==> src/rtl/vinsn_dispatch_queue_pkg.sv <==
// Shared types and decode helpers for the vector instruction dispatch queue
// (instruction, VFU and operand-request payloads, VFU/queue selection).
package vinsn_dispatch_queue_pkg;

    localparam int unsigned NrVFU     = 2;
    localparam int unsigned NrOpQueue = 2;

    typedef logic [4:0] vreg_t;
    typedef logic [7:0] vrf_addr_t;
    typedef logic [7:0] vlen_t;

    typedef enum logic [0:0] {
        VFU_ALU = 1'b0,
        VFU_MUL = 1'b1
    } vfu_e;

    typedef enum logic [2:0] {
        VOP_ADD  = 3'd0,
        VOP_SUB  = 3'd1,
        VOP_AND  = 3'd2,
        VOP_OR   = 3'd3,
        VOP_MUL  = 3'd4,
        VOP_MACC = 3'd5
    } vop_e;

    typedef struct packed {
        vop_e       vop;
        vreg_t      vd;
        vreg_t      vs1;
        vreg_t      vs2;
        logic [1:0] use_vs;
        vlen_t      vl;
    } issue_req_t;

    typedef struct packed {
        vop_e      vop;
        vreg_t     vd;
        vrf_addr_t waddr;
        vlen_t     vl;
    } vfu_req_t;

    typedef struct packed {
        vreg_t                vs1;
        vreg_t                vs2;
        logic [1:0]           use_vs;
        logic [NrOpQueue-1:0] queue_req;
        vlen_t                vl;
    } op_req_t;

    function automatic vfu_e GetVFUByVOp(input vop_e vop);
        case (vop)
            VOP_MUL, VOP_MACC: return VFU_MUL;
            default:           return VFU_ALU;
        endcase
    endfunction

    // Each vector register occupies an 8-line slice of the VRF.
    function automatic vrf_addr_t GetVRFAddr(input vreg_t vd);
        return {vd, 3'b000};
    endfunction

    // Operand queue 0 streams vs1, queue 1 streams vs2.
    function automatic logic [NrOpQueue-1:0] GetOpQueue(input vop_e vop, input logic [1:0] use_vs);
        logic [NrOpQueue-1:0] q;
        q = use_vs;
        if (vop == VOP_MACC) q = use_vs;
        return q;
    endfunction

endpackage

==> src/rtl/vreg_hazard_tracker.sv <==
// Pending-write / pending-read bitmaps over the architectural vector registers;
// flags RAW/WAW/WAR (and conservative read-read) hazards for the queue head.
module vreg_hazard_tracker
    import vinsn_dispatch_queue_pkg::*;
#(
    parameter int unsigned NrVRegs = 32
) (
    input  logic                  clk_i,
    input  logic                  rst_ni,
    input  logic                  set_i,
    input  issue_req_t            head_i,
    input  logic [NrVFU-1:0]      vfu_done_i,
    input  logic [NrVFU-1:0]      vfu_use_vd_i,
    input  vreg_t [NrVFU-1:0]     vfu_vd_i,
    input  logic [NrOpQueue-1:0]  op_access_done_i,
    input  vreg_t [NrOpQueue-1:0] op_access_vs_i,
    output logic                  hazard_o
);

    logic [NrVRegs-1:0] pending_wr_q, pending_wr_d;
    logic [NrVRegs-1:0] pending_rd_q, pending_rd_d;

    // Clears are applied first so a same-cycle set on the same register wins.
    always_comb begin
        pending_wr_d = pending_wr_q;
        pending_rd_d = pending_rd_q;
        for (int k = 0; k < NrVFU; k++) begin
            if (vfu_done_i[k] && vfu_use_vd_i[k]) pending_wr_d[vfu_vd_i[k]] = 1'b0;
        end
        for (int q = 0; q < NrOpQueue; q++) begin
            if (op_access_done_i[q]) pending_rd_d[op_access_vs_i[q]] = 1'b0;
        end
        if (set_i) begin
            pending_wr_d[head_i.vd] = 1'b1;
            if (head_i.use_vs[0]) pending_rd_d[head_i.vs1] = 1'b1;
            if (head_i.use_vs[1]) pending_rd_d[head_i.vs2] = 1'b1;
        end
    end

    always_ff @(posedge clk_i or negedge rst_ni) begin
        if (!rst_ni) begin
            pending_wr_q <= '0;
            pending_rd_q <= '0;
        end else begin
            pending_wr_q <= pending_wr_d;
            pending_rd_q <= pending_rd_d;
        end
    end

    always_comb begin
        hazard_o = pending_wr_q[head_i.vd] | pending_rd_q[head_i.vd];
        if (head_i.use_vs[0]) hazard_o = hazard_o | pending_wr_q[head_i.vs1] | pending_rd_q[head_i.vs1];
        if (head_i.use_vs[1]) hazard_o = hazard_o | pending_wr_q[head_i.vs2] | pending_rd_q[head_i.vs2];
    end

endmodule

==> src/rtl/vinsn_dispatch_queue.sv <==
// In-order decoded-instruction FIFO with hazard-gated dispatch into one VFU request
// register and one operand request register. Perf counters: VINSN_DISPATCH_PERF_EN.
module vinsn_dispatch_queue
    import vinsn_dispatch_queue_pkg::*;
#(
    parameter int unsigned QueueDepth = 4,
    parameter int unsigned NrVRegs    = 32,
    parameter int unsigned CntWidth   = 32
) (
    input  logic                  clk_i,
    input  logic                  rst_ni,
    input  logic                  flush_i,
    input  logic                  issue_req_valid_i,
    output logic                  issue_req_ready_o,
    input  issue_req_t            issue_req_i,
    input  logic [NrVFU-1:0]      vfu_req_ready_i,
    output logic                  vfu_req_valid_o,
    output vfu_e                  target_vfu_o,
    output vfu_req_t              vfu_req_o,
    input  logic                  op_req_ready_i,
    output logic                  op_req_valid_o,
    output op_req_t               op_req_o,
    input  logic [NrVFU-1:0]      vfu_done_i,
    input  logic [NrVFU-1:0]      vfu_use_vd_i,
    input  vreg_t [NrVFU-1:0]     vfu_vd_i,
    input  logic [NrOpQueue-1:0]  op_access_done_i,
    input  vreg_t [NrOpQueue-1:0] op_access_vs_i,
    output logic                  queue_empty_o,
    output logic [CntWidth-1:0]   perf_hazard_o,
    output logic [CntWidth-1:0]   perf_backpr_o,
    output logic [CntWidth-1:0]   perf_disp_o
);

    localparam int unsigned PtrWidth   = $clog2(QueueDepth);
    localparam int unsigned CountWidth = $clog2(QueueDepth + 1);
    localparam logic [CountWidth-1:0] CountFull = CountWidth'(QueueDepth);

    issue_req_t            fifo_q [QueueDepth];
    logic [PtrWidth-1:0]   wr_ptr_q, rd_ptr_q;
    logic [CountWidth-1:0] count_q;

    logic       push, pop, head_vld, hazard;
    logic       vfu_free, op_free, slot_free;
    issue_req_t head;

    logic       vfu_vld_p1, op_vld_p1;
    vfu_e       target_p1;
    vfu_req_t   vfu_req_p1;
    op_req_t    op_req_p1;

    // Ready comes from the registered count only: a pop never frees a slot in the same cycle.
    assign issue_req_ready_o = (count_q != CountFull);
    assign push      = issue_req_valid_i && issue_req_ready_o;
    assign head_vld  = (count_q != '0);
    assign head      = fifo_q[rd_ptr_q];
    assign vfu_free  = !vfu_vld_p1 || vfu_req_ready_i[target_p1];
    assign op_free   = !op_vld_p1 || op_req_ready_i;
    assign slot_free = vfu_free && op_free;
    assign pop       = head_vld && !hazard && slot_free && !flush_i;

    always_ff @(posedge clk_i or negedge rst_ni) begin
        if (!rst_ni) begin
            wr_ptr_q <= '0;
            rd_ptr_q <= '0;
            count_q  <= '0;
        end else if (flush_i) begin
            wr_ptr_q <= '0;
            rd_ptr_q <= '0;
            count_q  <= '0;
        end else begin
            if (push) wr_ptr_q <= wr_ptr_q + 1'b1;
            if (pop)  rd_ptr_q <= rd_ptr_q + 1'b1;
            case ({push, pop})
                2'b10:   count_q <= count_q + 1'b1;
                2'b01:   count_q <= count_q - 1'b1;
                default: count_q <= count_q;
            endcase
        end
    end

    always_ff @(posedge clk_i) begin
        if (push) fifo_q[wr_ptr_q] <= issue_req_i;
    end

    vreg_hazard_tracker #(
        .NrVRegs (NrVRegs)
    ) i_tracker (
        .clk_i            (clk_i),
        .rst_ni           (rst_ni),
        .set_i            (pop),
        .head_i           (head),
        .vfu_done_i       (vfu_done_i),
        .vfu_use_vd_i     (vfu_use_vd_i),
        .vfu_vd_i         (vfu_vd_i),
        .op_access_done_i (op_access_done_i),
        .op_access_vs_i   (op_access_vs_i),
        .hazard_o         (hazard)
    );

    // ---- stage p1: registered VFU and operand requests ----
    always_ff @(posedge clk_i or negedge rst_ni) begin
        if (!rst_ni) begin
            vfu_vld_p1 <= 1'b0;
            op_vld_p1  <= 1'b0;
        end else begin
            if (pop)                               vfu_vld_p1 <= 1'b1;
            else if (vfu_req_ready_i[target_p1])   vfu_vld_p1 <= 1'b0;
            if (pop)                               op_vld_p1  <= (head.use_vs != 2'b00);
            else if (op_req_ready_i)               op_vld_p1  <= 1'b0;
        end
    end

    always_ff @(posedge clk_i) begin
        if (pop) begin
            target_p1  <= GetVFUByVOp(head.vop);
            vfu_req_p1 <= '{vop: head.vop, vd: head.vd, waddr: GetVRFAddr(head.vd), vl: head.vl};
            op_req_p1  <= '{vs1: head.vs1, vs2: head.vs2, use_vs: head.use_vs,
                            queue_req: GetOpQueue(head.vop, head.use_vs), vl: head.vl};
        end
    end

    assign vfu_req_valid_o = vfu_vld_p1;
    assign target_vfu_o    = target_p1;
    assign vfu_req_o       = vfu_req_p1;
    assign op_req_valid_o  = op_vld_p1;
    assign op_req_o        = op_req_p1;
    assign queue_empty_o   = !head_vld && !vfu_vld_p1 && !op_vld_p1;

`ifdef VINSN_DISPATCH_PERF_EN
    logic [CntWidth-1:0] perf_hazard_q, perf_backpr_q, perf_disp_q;

    function automatic logic [CntWidth-1:0] sat_inc(input logic [CntWidth-1:0] c);
        return (&c) ? c : c + 1'b1;
    endfunction

    always_ff @(posedge clk_i or negedge rst_ni) begin
        if (!rst_ni) begin
            perf_hazard_q <= '0;
            perf_backpr_q <= '0;
            perf_disp_q   <= '0;
        end else begin
            if (head_vld && hazard)               perf_hazard_q <= sat_inc(perf_hazard_q);
            if (head_vld && !hazard && !slot_free) perf_backpr_q <= sat_inc(perf_backpr_q);
            if (pop)                              perf_disp_q   <= sat_inc(perf_disp_q);
        end
    end

    assign perf_hazard_o = perf_hazard_q;
    assign perf_backpr_o = perf_backpr_q;
    assign perf_disp_o   = perf_disp_q;
`else
    assign perf_hazard_o = '0;
    assign perf_backpr_o = '0;
    assign perf_disp_o   = '0;
`endif

endmodule

==> config.mk <==
export PLATFORM = sky130hd
export DESIGN_NAME = vinsn_dispatch_queue
export DESIGN_NICKNAME = d
export VERILOG_FILES = /design/src/rtl/vinsn_dispatch_queue_pkg.sv /design/src/rtl/vreg_hazard_tracker.sv /design/src/rtl/vinsn_dispatch_queue.sv
export SDC_FILE = /design/constraint.sdc
export NUM_CORES = 1
export LEC_CHECK = 0
export ABC_AREA = 0
export CAP_MARGIN = 10
export CORE_MARGIN = 8
export CORE_UTILIZATION = 36
export CTS_CLUSTER_DIAMETER = 150
export DETAILED_ROUTE_END_ITERATION = 10
export SYNTH_ARGS = -nofsm -noshare
export SYNTH_HDL_FRONTEND = slang
export SYNTH_SLANG_ARGS = --single-unit
==> constraint.sdc <==
create_clock -name clk_i -period 5.4 [get_ports clk_i]
set_input_delay 1.62 -clock clk_i [delete_from_list [all_inputs] [get_ports clk_i]]
set_output_delay 1.62 -clock clk_i [all_outputs]
set_load 0.01 [all_outputs]
Word level (Yosys, flattened, before mapping)
Memories as Yosys holds them, arrays and structs flattened.
Index checks and enable logic that the tools add are counted.
{"block": "op_classes", "bitwise_logic": 16, "n_lt_le_gt_ge": 15, "n_reduce_logical": 31, "mux": 52, "n_addsub": 4, "n_eq_ne": 5}
{"cell": "$mux W32", "count": 9}
{"cell": "$and A32 B32 Y32", "count": 4}
{"cell": "$not A32 Y32", "count": 4}
{"cell": "$or A32 B32 Y32", "count": 3}
{"cell": "$lt A5 B6 Y1 const B", "count": 7}
{"cell": "$demux W1 S5", "count": 7}
{"cell": "$ge A5 B1 Y1 const B", "count": 7}
{"cell": "$bmux W1 S5", "count": 6}
{"cell": "$mux W1", "count": 24}
{"cell": "$logic_and A1 B1 Y1", "count": 16}
{"cell": "$reduce_bool A2 Y1", "count": 5}
{"cell": "$mux W2", "count": 4}
{"cell": "$eq A3 B3 Y1 const B", "count": 2}
{"cell": "$pmux W3 S2", "count": 1}
{"cell": "$reduce_bool A3 Y1", "count": 2}
{"cell": "$logic_not A1 Y1", "count": 5}
{"cell": "$or A1 B1 Y1", "count": 5}
{"cell": "$add A2 B1 Y2 const B", "count": 2}
{"cell": "$add A3 B1 Y3 const B", "count": 1}
{"cell": "$mux W3", "count": 1}
{"cell": "$ne A3 B3 Y1 const B", "count": 1}
{"cell": "$sub A3 B1 Y3 const B", "count": 1}
{"cell": "$eq A2 B1 Y1 const B", "count": 1}
{"cell": "$eq A2 B2 Y1 const B", "count": 1}
{"cell": "3 further kinds", "count": 4}
{"block": "word_totals", "mem_bits_rw": 112, "wordCells": 138, "out_inout_bits": 147, "regBits": 102, "n_memories": 1}
{"name": "fifo_q", "depth": 4, "word_bits": 28, "read_ports": 1, "rd_clocked_by_memory_dff": 0, "write_ports": 1, "line_no": "vinsn_dispatch_queue.sv:38", "rtl": "issue_req_t fifo_q [QueueDepth];"}

Longest topological paths before layout
Gate-level depths: netlist of the first run.
An unclocked memory read counts as a cell.
{"block": "depth", "word_depth": 18, "depth_mapped": 14, "mapped_depth_nobuf": 11}

By module
Synthesis of the first run repeated with hierarchy kept, for this count alone.
{"block": "hier_totals", "hier_cells": 830, "hier_area_um2": 10824.1}
{"module": "vinsn_dispatch_queue", "area_per_inst_um2": 6384.9, "n_inst": 1, "cells_per_inst": 353}
{"module": "vreg_hazard_tracker", "area_per_inst_um2": 4439.3, "n_inst": 1, "cells_per_inst": 477}

Least setup slack after synthesis of the first run
Ideal clock, no wire load.
{"block": "synth_timing", "path_type": "input -> register", "start": "in vfu_req_ready_i[1]", "end": "reg count_q[2]", "slack_ps": 1691, "stages": 10, "arrival_time_ps": 3585, "cell_sequence": "mux2i_1 -> a221oi_1 -> o31ai_1 -> a2111oi_2 -> nand3_2 -> nor3_1 -> fa_1 -> nor2_1 -> mux2i_1 -> mux2_2"}
{"block": "synth_via", "elab_chain_cells": 9}
{"item": "start, declared", "line_no": "vinsn_dispatch_queue.sv:16", "rtl": "input logic [NrVFU-1:0] vfu_req_ready_i,"}
{"item": "$mux W1 (not written as such) (*) (2 in series)", "line_no": "vinsn_dispatch_queue.sv:56", "rtl": "assign vfu_free = !vfu_vld_p1 || vfu_req_ready_i[target_p1];"}
{"item": "$logic_or A1 B1 Y1 (*)", "line_no": "vinsn_dispatch_queue.sv:56"}
{"item": "$logic_and A1 B1 Y1 (*)", "line_no": "vinsn_dispatch_queue.sv:58", "rtl": "assign slot_free = vfu_free && op_free;"}
{"item": "$logic_and A1 B1 Y1 (*) (2 in series)", "line_no": "vinsn_dispatch_queue.sv:59", "rtl": "assign pop = head_vld && !hazard && slot_free && !flush_i;"}
{"item": "$eq A2 B1 Y1 or $eq A2 B2 Y1 (tied branches)", "line_no": "vinsn_dispatch_queue.sv:73", "rtl": "case ({push, pop})"}
{"item": "$pmux W3 S2", "line_no": "vinsn_dispatch_queue.sv:73"}
{"item": "$mux W3", "line_no": "vinsn_dispatch_queue.sv:66", "rtl": "end else if (flush_i) begin"}
{"item": "end signal, assigned", "line_no": "vinsn_dispatch_queue.sv:74", "rtl": "2'b10: count_q <= count_q + 1'b1;"}
{"item": "end signal, assigned", "line_no": "vinsn_dispatch_queue.sv:75", "rtl": "2'b01: count_q <= count_q - 1'b1;"}
{"item": "end signal, assigned", "line_no": "vinsn_dispatch_queue.sv:76", "rtl": "default: count_q <= count_q;"}
{"item": "end, declared", "line_no": "vinsn_dispatch_queue.sv:40", "rtl": "logic [CountWidth-1:0] count_q;"}
Every way passes the cells marked *; elsewhere a longest branch is shown, timed or not. The select of a mux whose other input is x is not followed.
A chain may end at the register's enable or synchronous reset.

Final worst setup path of the first run
{"block": "layout_timing", "start": "reg rd_ptr_q[0]", "end": "reg count_q[2]"}
{"block": "layout_via", "elab_chain_cells": 17}
{"item": "start, declared", "line_no": "vinsn_dispatch_queue.sv:39", "rtl": "logic [PtrWidth-1:0] wr_ptr_q, rd_ptr_q;"}
{"item": "start signal, assigned", "line_no": "vinsn_dispatch_queue.sv:72", "rtl": "if (pop) rd_ptr_q <= rd_ptr_q + 1'b1;"}
{"item": "$mem_v2 Z4 W28 (*)"}
{"item": "$bmux W1 S5", "line_no": "vreg_hazard_tracker.sv:51", "rtl": "hazard_o = pending_wr_q[head_i.vd] | pending_rd_q[head_i.vd];"}
{"item": "$mux W1 (not written as such)", "line_no": "vreg_hazard_tracker.sv:51"}
{"item": "$or A1 B1 Y1", "line_no": "vreg_hazard_tracker.sv:51"}
{"item": "$or A1 B1 Y1 (2 in series)", "line_no": "vreg_hazard_tracker.sv:52", "rtl": "if (head_i.use_vs[0]) hazard_o = hazard_o | pending_wr_q[head_i.vs1] | pending_rd_q[head_i.vs1];"}
{"item": "$mux W1", "line_no": "vreg_hazard_tracker.sv:52"}
{"item": "$or A1 B1 Y1 (2 in series)", "line_no": "vreg_hazard_tracker.sv:53", "rtl": "if (head_i.use_vs[1]) hazard_o = hazard_o | pending_wr_q[head_i.vs2] | pending_rd_q[head_i.vs2];"}
{"item": "$mux W1 (*)", "line_no": "vreg_hazard_tracker.sv:53"}
{"item": "$logic_not A1 Y1 (*)", "line_no": "vinsn_dispatch_queue.sv:59"}
{"item": "$logic_and A1 B1 Y1 (*) (3 in series)", "line_no": "vinsn_dispatch_queue.sv:59"}
{"item": "$eq A2 B1 Y1 or $eq A2 B2 Y1 (tied branches)", "line_no": "vinsn_dispatch_queue.sv:73"}
{"item": "$pmux W3 S2", "line_no": "vinsn_dispatch_queue.sv:73"}
{"item": "$mux W3", "line_no": "vinsn_dispatch_queue.sv:66"}
Marked as above.

==> metrics, run 1 <==
status=finished, final reports clean; post-synthesis sequential area ratio=around 55%; CTS root buf=clkbuf_16; Avg Cell Area, Syn=13.1 um2; Die X=191 um; count leader, synth=edfxtp_1; setup ws final=1.12 ns; WL met1=11.3 mm; Power Total=6.33 mW; core area=approximately 0.03 mm2; Slew @ Worst Pin=1.04 ns; Pwr per Cell Area=500 mW/mm2; Yosys reg bits=214; relative slew slack=30.4%; Util after Layout=between 40% and 50%; final worst path period share=about four fifths; Congestion Overflow GR=0; H-tree Lvls=1; Setup TNS=0 ns; CP most frequent cell=mux2i_1; DRT iter0 DRCs=720; Critical-path top delay cell=mux4_2; final wirelength=roughly 28 mm; Initial Util=~36%; Final Hold Slack=~0.51 ns; Via density=5.35; row cnt=64; maximum clock path buffer count=3; Post-synth ARST share=34.1%; number of max-cap violations=0; CP startpoint kind=register; drt wl/cell=between 20 and 25 um; Syn Std Cell Area=0.0110 mm2; cts bufs inserted=23; DP Area=0.0120 mm2; DRC=0; max frequency=234 MHz; postcts setup bufs=0; worst stage delay on the critical path=~0.88 ns; top cell type's share of synthesized area=a little under 40%; routability cong.=0.841; Synth Flop Type=edfxtp_1; layout net count=998; clock-pin transition on the worst setup and hold timing paths=0.06 ns; Max IR drop VDD=268 uV; Tmin final=about 4.3 ns; die height=191 um; Ant. Diodes=0; gr usage total=approximately 15%; leak pwr=~4.8 nW; pre-CTS setup slack=0.840 ns; final number of hold-violating endpoints=0; CP Capture Type=register; met2 routed WL=13.4 mm; Critical Path, Cell by Cell=mux4_2, mux2i_1, mux2i_1, o22ai_1, o41ai_2, nand3_2, nor3_1, fa_1, nor2_1, mux2i_1, mux2_2; RSZ-0062 raised after global routing=false; CTS tree=yes; Post-DRT Antenna Nets=0; Top Layer Used=met5; first-pass GRT wire length=42.0 mm; final setup skew=0.00752 ns; Setup CP Type=reg -> reg; Synth top cells by count=edfxtp_1 (141), buf_4 (118), dfrtp_1 (73); CTS Hold Buffers Added=0; Layout area overhead=15.0%; metal3 WL=around 2.4 mm; vias=approximately 7000; Critical Path Fanout Max=21; vias in the first global route=between 7000 and 8000; yosys warns=0; I/O Buffers=108; final setup fails=0; max-slew violations=0; placed cell count=1303; Cells after Synth=838; leading area contributor after synthesis=edfxtp_1; post-CTS sizing=0; Synth area leaders=edfxtp_1 (38%), dfrtp_1 (17%), buf_4 (8.0%); largest net degree at the start of global routing=46; CP Data Required Time=5.81 ns; Top Ports=roughly 210; Synth cell types=53; Sink Count=214; Worst EP arrival=4.69 ns; number of synthesized flops with an enable pin=141; dpl hpwl=between 20 and 25 mm; share of cells above drive strength 1=8.97%; DR pass1 iterations=5; clock latency at the later pin of the worst-skew pair=0.52 ns; worst min path class=reg -> reg; Die ar.=0.0365 mm2; initial antenna violation count=3; Final Non-Filler Cells=about 1300; Final Cell Area=about 0.013 mm2
worst paths after layout:
kind,slack (ns),cells after the start,from,to
setup / recovery,1.12,11,rd_ptr_q[0],count_q[2]
min in group asynchronous,1.28,1,rst_ni,i_tracker.pending_rd_q[7]
setup reg to reg,1.12,11,rd_ptr_q[0],count_q[2]
hold / removal,0.51,1,i_tracker.pending_wr_q[10],i_tracker.pending_wr_q[10]
max in group asynchronous,3.24,2,rst_ni,rd_ptr_q[0]
hold reg to reg,0.51,1,i_tracker.pending_wr_q[10],i_tracker.pending_wr_q[10]
kinds of logic after synthesis:
family	count (synthesis)	synth area share [%]
flops	214	55.0
compound gates	182	12.6
other cells	1	0.0340
simple gates	183	8.73
xor+xnor	4	0.318
fa+ha+maj	5	0.636
buf+inv	155	10.1
mux	94	12.6
critical path, delay by kind of cell, from the launching register on:
kind	cells	cell delay, ns
compound gates	2	0.67
simple gates	3	0.64
fa+ha+maj	1	0.24
flops	1	0.76
mux	5	1.83
per-layer routing:
layer	track usage (%)	up-vias
li1	-	3226
met1	18.9	3540
met2	24.4	352
met3	3.32	64
met4	4.45	6
met5	0	-
state kept, by name, summed over array words and instances, names as in the netlist:
name and count:
vfu_req_valid_o 1, count_q 3, fifo_q 112, i_tracker.pending_wr_q 32
wr_ptr_q 2, i_tracker.pending_rd_q 32, rd_ptr_q 2, vfu_req_o 8
target_vfu_o 1, op_req_o 20, op_req_valid_o 1
final cells by class:
cell class	count	area [um2]
clock buffer	32	651
tap	396	495
inverter	8	30.0
multi-input combinational	567	4210
fill	2821	17700
timing repair buffer	118	1150
clock inverter	9	61.3
sequential	214	6060
cells in the final DEF (no fill, tap or decap), types with 3 or more instances in the layout:
master,n
a22o_1,56
a22oi_1,62
and2_1,3
and3_1,13
and3b_1,10
buf_4,10
clkbuf_1,6
clkbuf_16,24
clkdlybuf4s50_1,107
clkinv_2,6
conb_1,99
dfrtp_1,72
edfxtp_1,141
ha_1,4
inv_1,7
mux2i_1,58
mux4_1,6
mux4_2,27
nand2_1,35
nand2b_1,11
nand3_1,5
nand3b_1,4
nor2_1,60
nor2b_1,8
nor3_1,12
nor3b_1,15
o21ai_1,8
o22ai_1,41
xor2_1,3
report_power, final:
part / internal, mW / total, mW / switching (mW)
Combinational: 1.04 / 2.36 / 1.31
Clock: 0.847 / 1.48 / 0.637
Sequential: 2.20 / 2.49 / 0.290
Total: 4.08 / 6.33 / 2.24
(Power assumes the default switching activity.)
==> run 2: changes to the inputs <==
clock period = 4.1 ns   (was 5.4 ns; I/O delays follow)
==> run 2 against run 1 <==
Sequential power grew 31%; setup slack worse by 0.84 ns; total power rose by 36%; cell area increased by 1.7%; critical path depth increased by 1; non-clock buffer count rose by 14; sequential cell count did not move; fmax rose by 12%; largest power group unchanged; worst hold slack got worse by 0.0019 ns; wire length up 1.8%.
==> metrics, run 2 (synthesis gave the netlist of run 1 again) <==
status=finished, final reports clean; final wirelength=approximately 29 mm; I/O Buffers=approximately 110; relative slew slack=32.1%; Setup CP Type=reg -> reg; drt wl/cell=20.9 um; DR pass1 iterations=5; worst min path class=reg -> reg; first-pass GRT wire length=~43 mm; max frequency=262 MHz; die height=~190 um; share of cells above drive strength 1=10.9%; number of max-cap violations=0; Power Total=between 8 and 9 mW; Pwr per Cell Area=670 mW/mm2; Congestion Overflow GR=0; final number of hold-violating endpoints=0; worst stage delay on the critical path=approximately 0.75 ns; final worst path period share=between 90% and 100%; core area=a little over 0.03 mm2; Tmin final=between 3 and 4 ns; Critical Path, Cell by Cell=buf_4, mux4_2, mux2i_1, mux2i_1, o22ai_1, o41ai_2, nand3_2, nor3_1, fa_1, nor2_1, mux2i_1, mux2_2; CTS Hold Buffers Added=0; commonest non-fill, non-tap cell in the layout=edfxtp_1; initial antenna violation count=3; commonest non-fill, non-tap cells in the layout=edfxtp_1 (141), clkdlybuf4s50_1 (107), conb_1 (99); FILL cells=about 2800; Post-DRT Antenna Nets=0; Critical-path top delay cell=mux4_2; clock-pin transition on the worst setup and hold timing paths=about 0.060 ns; CP most frequent cell=mux2i_1; CP Capture Type=register; CP Data Required Time=4.52 ns; leak pwr=just under 5 nW; vias=7148; Worst EP arrival=between 4 and 5 ns; Slew @ Worst Pin=1.01 ns; max-slew violations=0; Die X=191 um; Top reg by flops=fifo_q; final setup skew=0.0259 ns; postcts setup bufs=0; Initial Util=36.3%; Layout area overhead=16.9%; Max IR drop VDD=388 uV; Via density=5.25; DRC=0; vias in the first global route=7227; RSZ-0062 raised after global routing=false; CTS tree=yes; Top Ports=208; Setup TNS=0 ns; post-CTS sizing=0; Worst Path Buf+Inv=1; cts bufs inserted=24; clock latency at the later pin of the worst-skew pair=0.54 ns; Largest regs=fifo_q x112, i_tracker.pending_rd_q x32, i_tracker.pending_wr_q x32; final setup fails=0; max reg flops=112; Sink Count=around 210; DRT iter0 DRCs=544; Crit path max-delay family=multiplexers; H-tree Lvls=1; routability cong.=0.839; CTS root buf=clkbuf_16; largest net degree at the start of global routing=43; dpl hpwl=20.9 mm; Critical Path Fanout Max=14; maximum clock path buffer count=3; row cnt=64; CP startpoint kind=register; gr usage total=15.0%; layout net count=around 1000; Die ar.=~0.036 mm2
## run 2: cell types whose count changed in the layout (fill, tap and decap cells not counted)
cell        delta
diode_2        +1
buf_4         +12
clkinvlp_4     +3
clkinv_4       +1
bufinv_16      +2
inv_4          +1
clkbuf_1       -3
buf_12         +2
clkinv_16      +1
inv_16         -1
clkbuf_8       -1
## run 2: per-stage QoR
| step | instances | util, % | hold slack, ns | instance area [um2] | setup WS [ns] |
|---|---|---|---|---|---|
| finish | 1362 | 42.4 | 0.511 | 12900 | 0.281 |
| floorplan | 936 | - | 0.451 | 11400 | 0.746 |
| detailed placement | 1317 | 39.8 | 0.498 | 12100 | 0.0899 |
| CTS | 1361 | 42.4 | 0.513 | 12900 | 0.272 |
| global placement | 1317 | 39.8 | 0.487 | 12100 | 0.225 |
| global route | 1361 | 42.4 | 0.529 | 12900 | 0.0311 |
## run 2: final cells by class
cell class	count	area, um2	area share [%]
timing repair buffer	132	1280	9.95
inverter	8	30.0	0.233
multi-input combinational	567	4210	32.7
antenna	1	2.50	0.0194
tap	396	495	3.85
clock inverter	16	169	1.31
clock buffer	28	626	4.86
sequential	214	6060	47.1
## run 2: path summary, 6_finish.rpt
kind | startpoint | end | slack [ns] | depth (start not counted)
worst min-delay path | i_tracker.pending_rd_q[4] | i_tracker.pending_rd_q[4] | 0.51 | 1
max in group asynchronous | rst_ni | rd_ptr_q[0] | 2.60 | 2
worst min register to register | i_tracker.pending_rd_q[4] | i_tracker.pending_rd_q[4] | 0.51 | 1
min in group asynchronous | rst_ni | i_tracker.pending_rd_q[31] | 0.79 | 1
worst max register to register | rd_ptr_q[0] | count_q[2] | 0.28 | 12
worst max-delay path | rd_ptr_q[0] | count_q[2] | 0.28 | 12
## run 2: power by group
part | internal, mW | switching (mW) | total, mW
clock network | 1.23 | 0.901 | 2.14
logic | 1.45 | 1.79 | 3.24
registers | 2.89 | 0.360 | 3.25
## run 2: per-layer routing
layer	wire length [um]	GRT usage, %	part of all wire (%)	up-vias
li1	-	-	-	3259
met1	11500	19.0	40	3559
met2	14000	25.0	49	270
met3	2210	3.56	7.8	54
met4	746	4.83	2.6	6
met5	34	0	0.12	-
## run 2: worst register-to-register path, cell delays in order, from the launching register on
cell	delay, ns
dfrtp_2	0.51
buf_4	0.21
mux4_2	0.75
mux2i_1	0.21
mux2i_1	0.22
o22ai_1	0.14
o41ai_2	0.55
nand3_2	0.13
nor3_1	0.23
fa_1	0.22
nor2_1	0.05
mux2i_1	0.15
mux2_2	0.35
==> run 3: changes to the inputs <==
clock period = 3.35 ns   (was 4.1 ns; I/O delays follow)
==> run 3 against run 2 <==
The run now ends with setup timing left; via count up 5.0%; total power up 31%; non-clock buffer count up 64; global-route usage up 0.51 points; largest power group is now combinational cells.
==> metrics, run 3 (synthesis gave the netlist of run 1 again) <==
Setup TNS=-7.99 ns; vias in the first global route=around 7500; final worst path period share=106%; Post-DRT Antenna Nets=0; RSZ-0062 raised after global routing=true; commonest non-fill, non-tap cell in the layout=edfxtp_1; CTS tree=yes; CP Capture Type=register; Critical Path, Cell by Cell=buf_12, buf_12, mux4_2, buf_12, mux2i_1, mux2i_1, o22ai_1, o41ai_2, buf_4, nand3_4, nor3_4, fa_2, nor2_2, mux2i_1, mux2_2; Via density=5.27; Die X=191 um; number of max-cap violations=0; core area=~0.030 mm2; clock-pin transition on the worst setup and hold timing paths=0.06 ns; final wirelength=between 20 and 30 mm; final number of hold-violating endpoints=0; Congestion Overflow GR=0; DR pass1 iterations=6; maximum clock path buffer count=3; Crit path max-delay family=multiplexers; layout net count=between 1000 and 1500; largest net degree at the start of global routing=32; Die ar.=0.0365 mm2; Critical-path top delay cell=mux4_2; dpl hpwl=between 20 and 25 mm; commonest non-fill, non-tap cells in the layout=edfxtp_1 (141), clkdlybuf4s50_1 (107), conb_1 (99); FILL cells=2778; Sink Count=between 200 and 250; max reg flops=between 100 and 150; initial antenna violation count=2; Max IR drop VDD=524 uV; final setup skew=~0.0090 ns; Setup CP Type=reg -> reg; gr usage total=15.5%; leak pwr=5.25 nW; cts bufs inserted=23; Initial Util=between 30% and 40%; failing checks=setup timing; CP startpoint kind=register; max-slew violations=0; final setup fails=89; relative slew slack=between 50% and 60%; DRT iter0 DRCs=561; worst min path class=in -> async; Layout area overhead=23.1%; Final Cell Area=0.0136 mm2; Worst Path Buf+Inv=4; Worst EP arrival=between 3 and 4 ns; FF-to-FF Start=rd_ptr_q[0]; Largest regs=fifo_q x112, i_tracker.pending_rd_q x32, i_tracker.pending_wr_q x32; Tmin final=3.54 ns; die height=191 um; reg2reg end=count_q[2]; CP Data Required Time=3.76 ns; worst stage delay on the critical path=0.52 ns; Top Ports=208; worst r2r path cells=15; share of cells above drive strength 1=16.9%; H-tree Lvls=1; I/O Buffers=108; Worst R2R Setup Slack=-0.19 ns; Critical Path Fanout Max=20; Top reg by flops=fifo_q; Slew @ Worst Pin=0.631 ns; DRC=0; clock latency at the later pin of the worst-skew pair=around 0.53 ns; drt wl/cell=20.6 um; Final Hold Slack=0.474 ns; first-pass GRT wire length=roughly 44 mm; CTS Hold Buffers Added=0; DP Area=0.0126 mm2; pre-CTS setup slack=-0.477 ns; max frequency=282 MHz; status=complete, but fails checks; CTS root buf=clkbuf_16; row cnt=between 60 and 70; Util after Layout=between 40% and 50%; setup ws final=-0.191 ns; vias=7506; routability cong.=0.851; Pwr per Cell Area=836 mW/mm2; Ant. Diodes=0
## run 3: routing by layer
layer | GRT usage, % | vias up | part of all wire, %
li1 | - | 3384 | -
met1 | 20.0 | 3739 | 41
met2 | 25.8 | 325 | 48
met3 | 2.99 | 54 | 7.7
met4 | 5.34 | 4 | 3.4
met5 | 0 | - | 0.092
## run 3: worst max path at each step
stage	startpoint	endpoint	slack (ns)	depth (start not counted)
final	rd_ptr_q[0]	count_q[2]	-0.19	15
after global routing	rd_ptr_q[0]	count_q[2]	-0.39	15
after CTS	rd_ptr_q[0]	count_q[2]	-0.17	15
after detailed placement	op_req_ready_i	count_q[2]	-0.48	12
after global placement	op_req_ready_i	count_q[2]	-0.34	12
after floorplan	rd_ptr_q[0]	count_q[2]	0.004	13
## run 3: report_power, final
group / internal (mW) / switching [mW] / total, mW / leakage, nW
registers: 3.54 / 0.431 / 3.97 / 2.28
logic: 2.31 / 2.38 / 4.69 / 2.58
clock network: 1.61 / 1.06 / 2.68 / 0.396
## run 3: timing repair
action | CTS | global route
buffers inserted | 9 | 1
gates resized for setup | 13 | 4
pin swaps | 4 | 6
setup endpoints to repair | 30 | 99
gates cloned | 1 | 0
## run 3: layout make-up
| class | count | area (um2) | area share, % |
|---|---|---|---|
| sequential | 214 | 6060 | 44.7 |
| multi-input combinational | 567 | 4260 | 31.4 |
| timing repair buffer | 196 | 1910 | 14.1 |
| clock buffer | 27 | 604 | 4.46 |
| tap | 396 | 495 | 3.65 |
| clock inverter | 15 | 196 | 1.45 |
| inverter | 8 | 30.0 | 0.221 |
## run 3: per-stage QoR
stage	total power, mW	std cells
after global routing	11.9	1423
final	11.3	1423
after global placement	8.37	1371
after floorplan	6.72	936
after detailed placement	8.42	1371
after CTS	11.4	1423
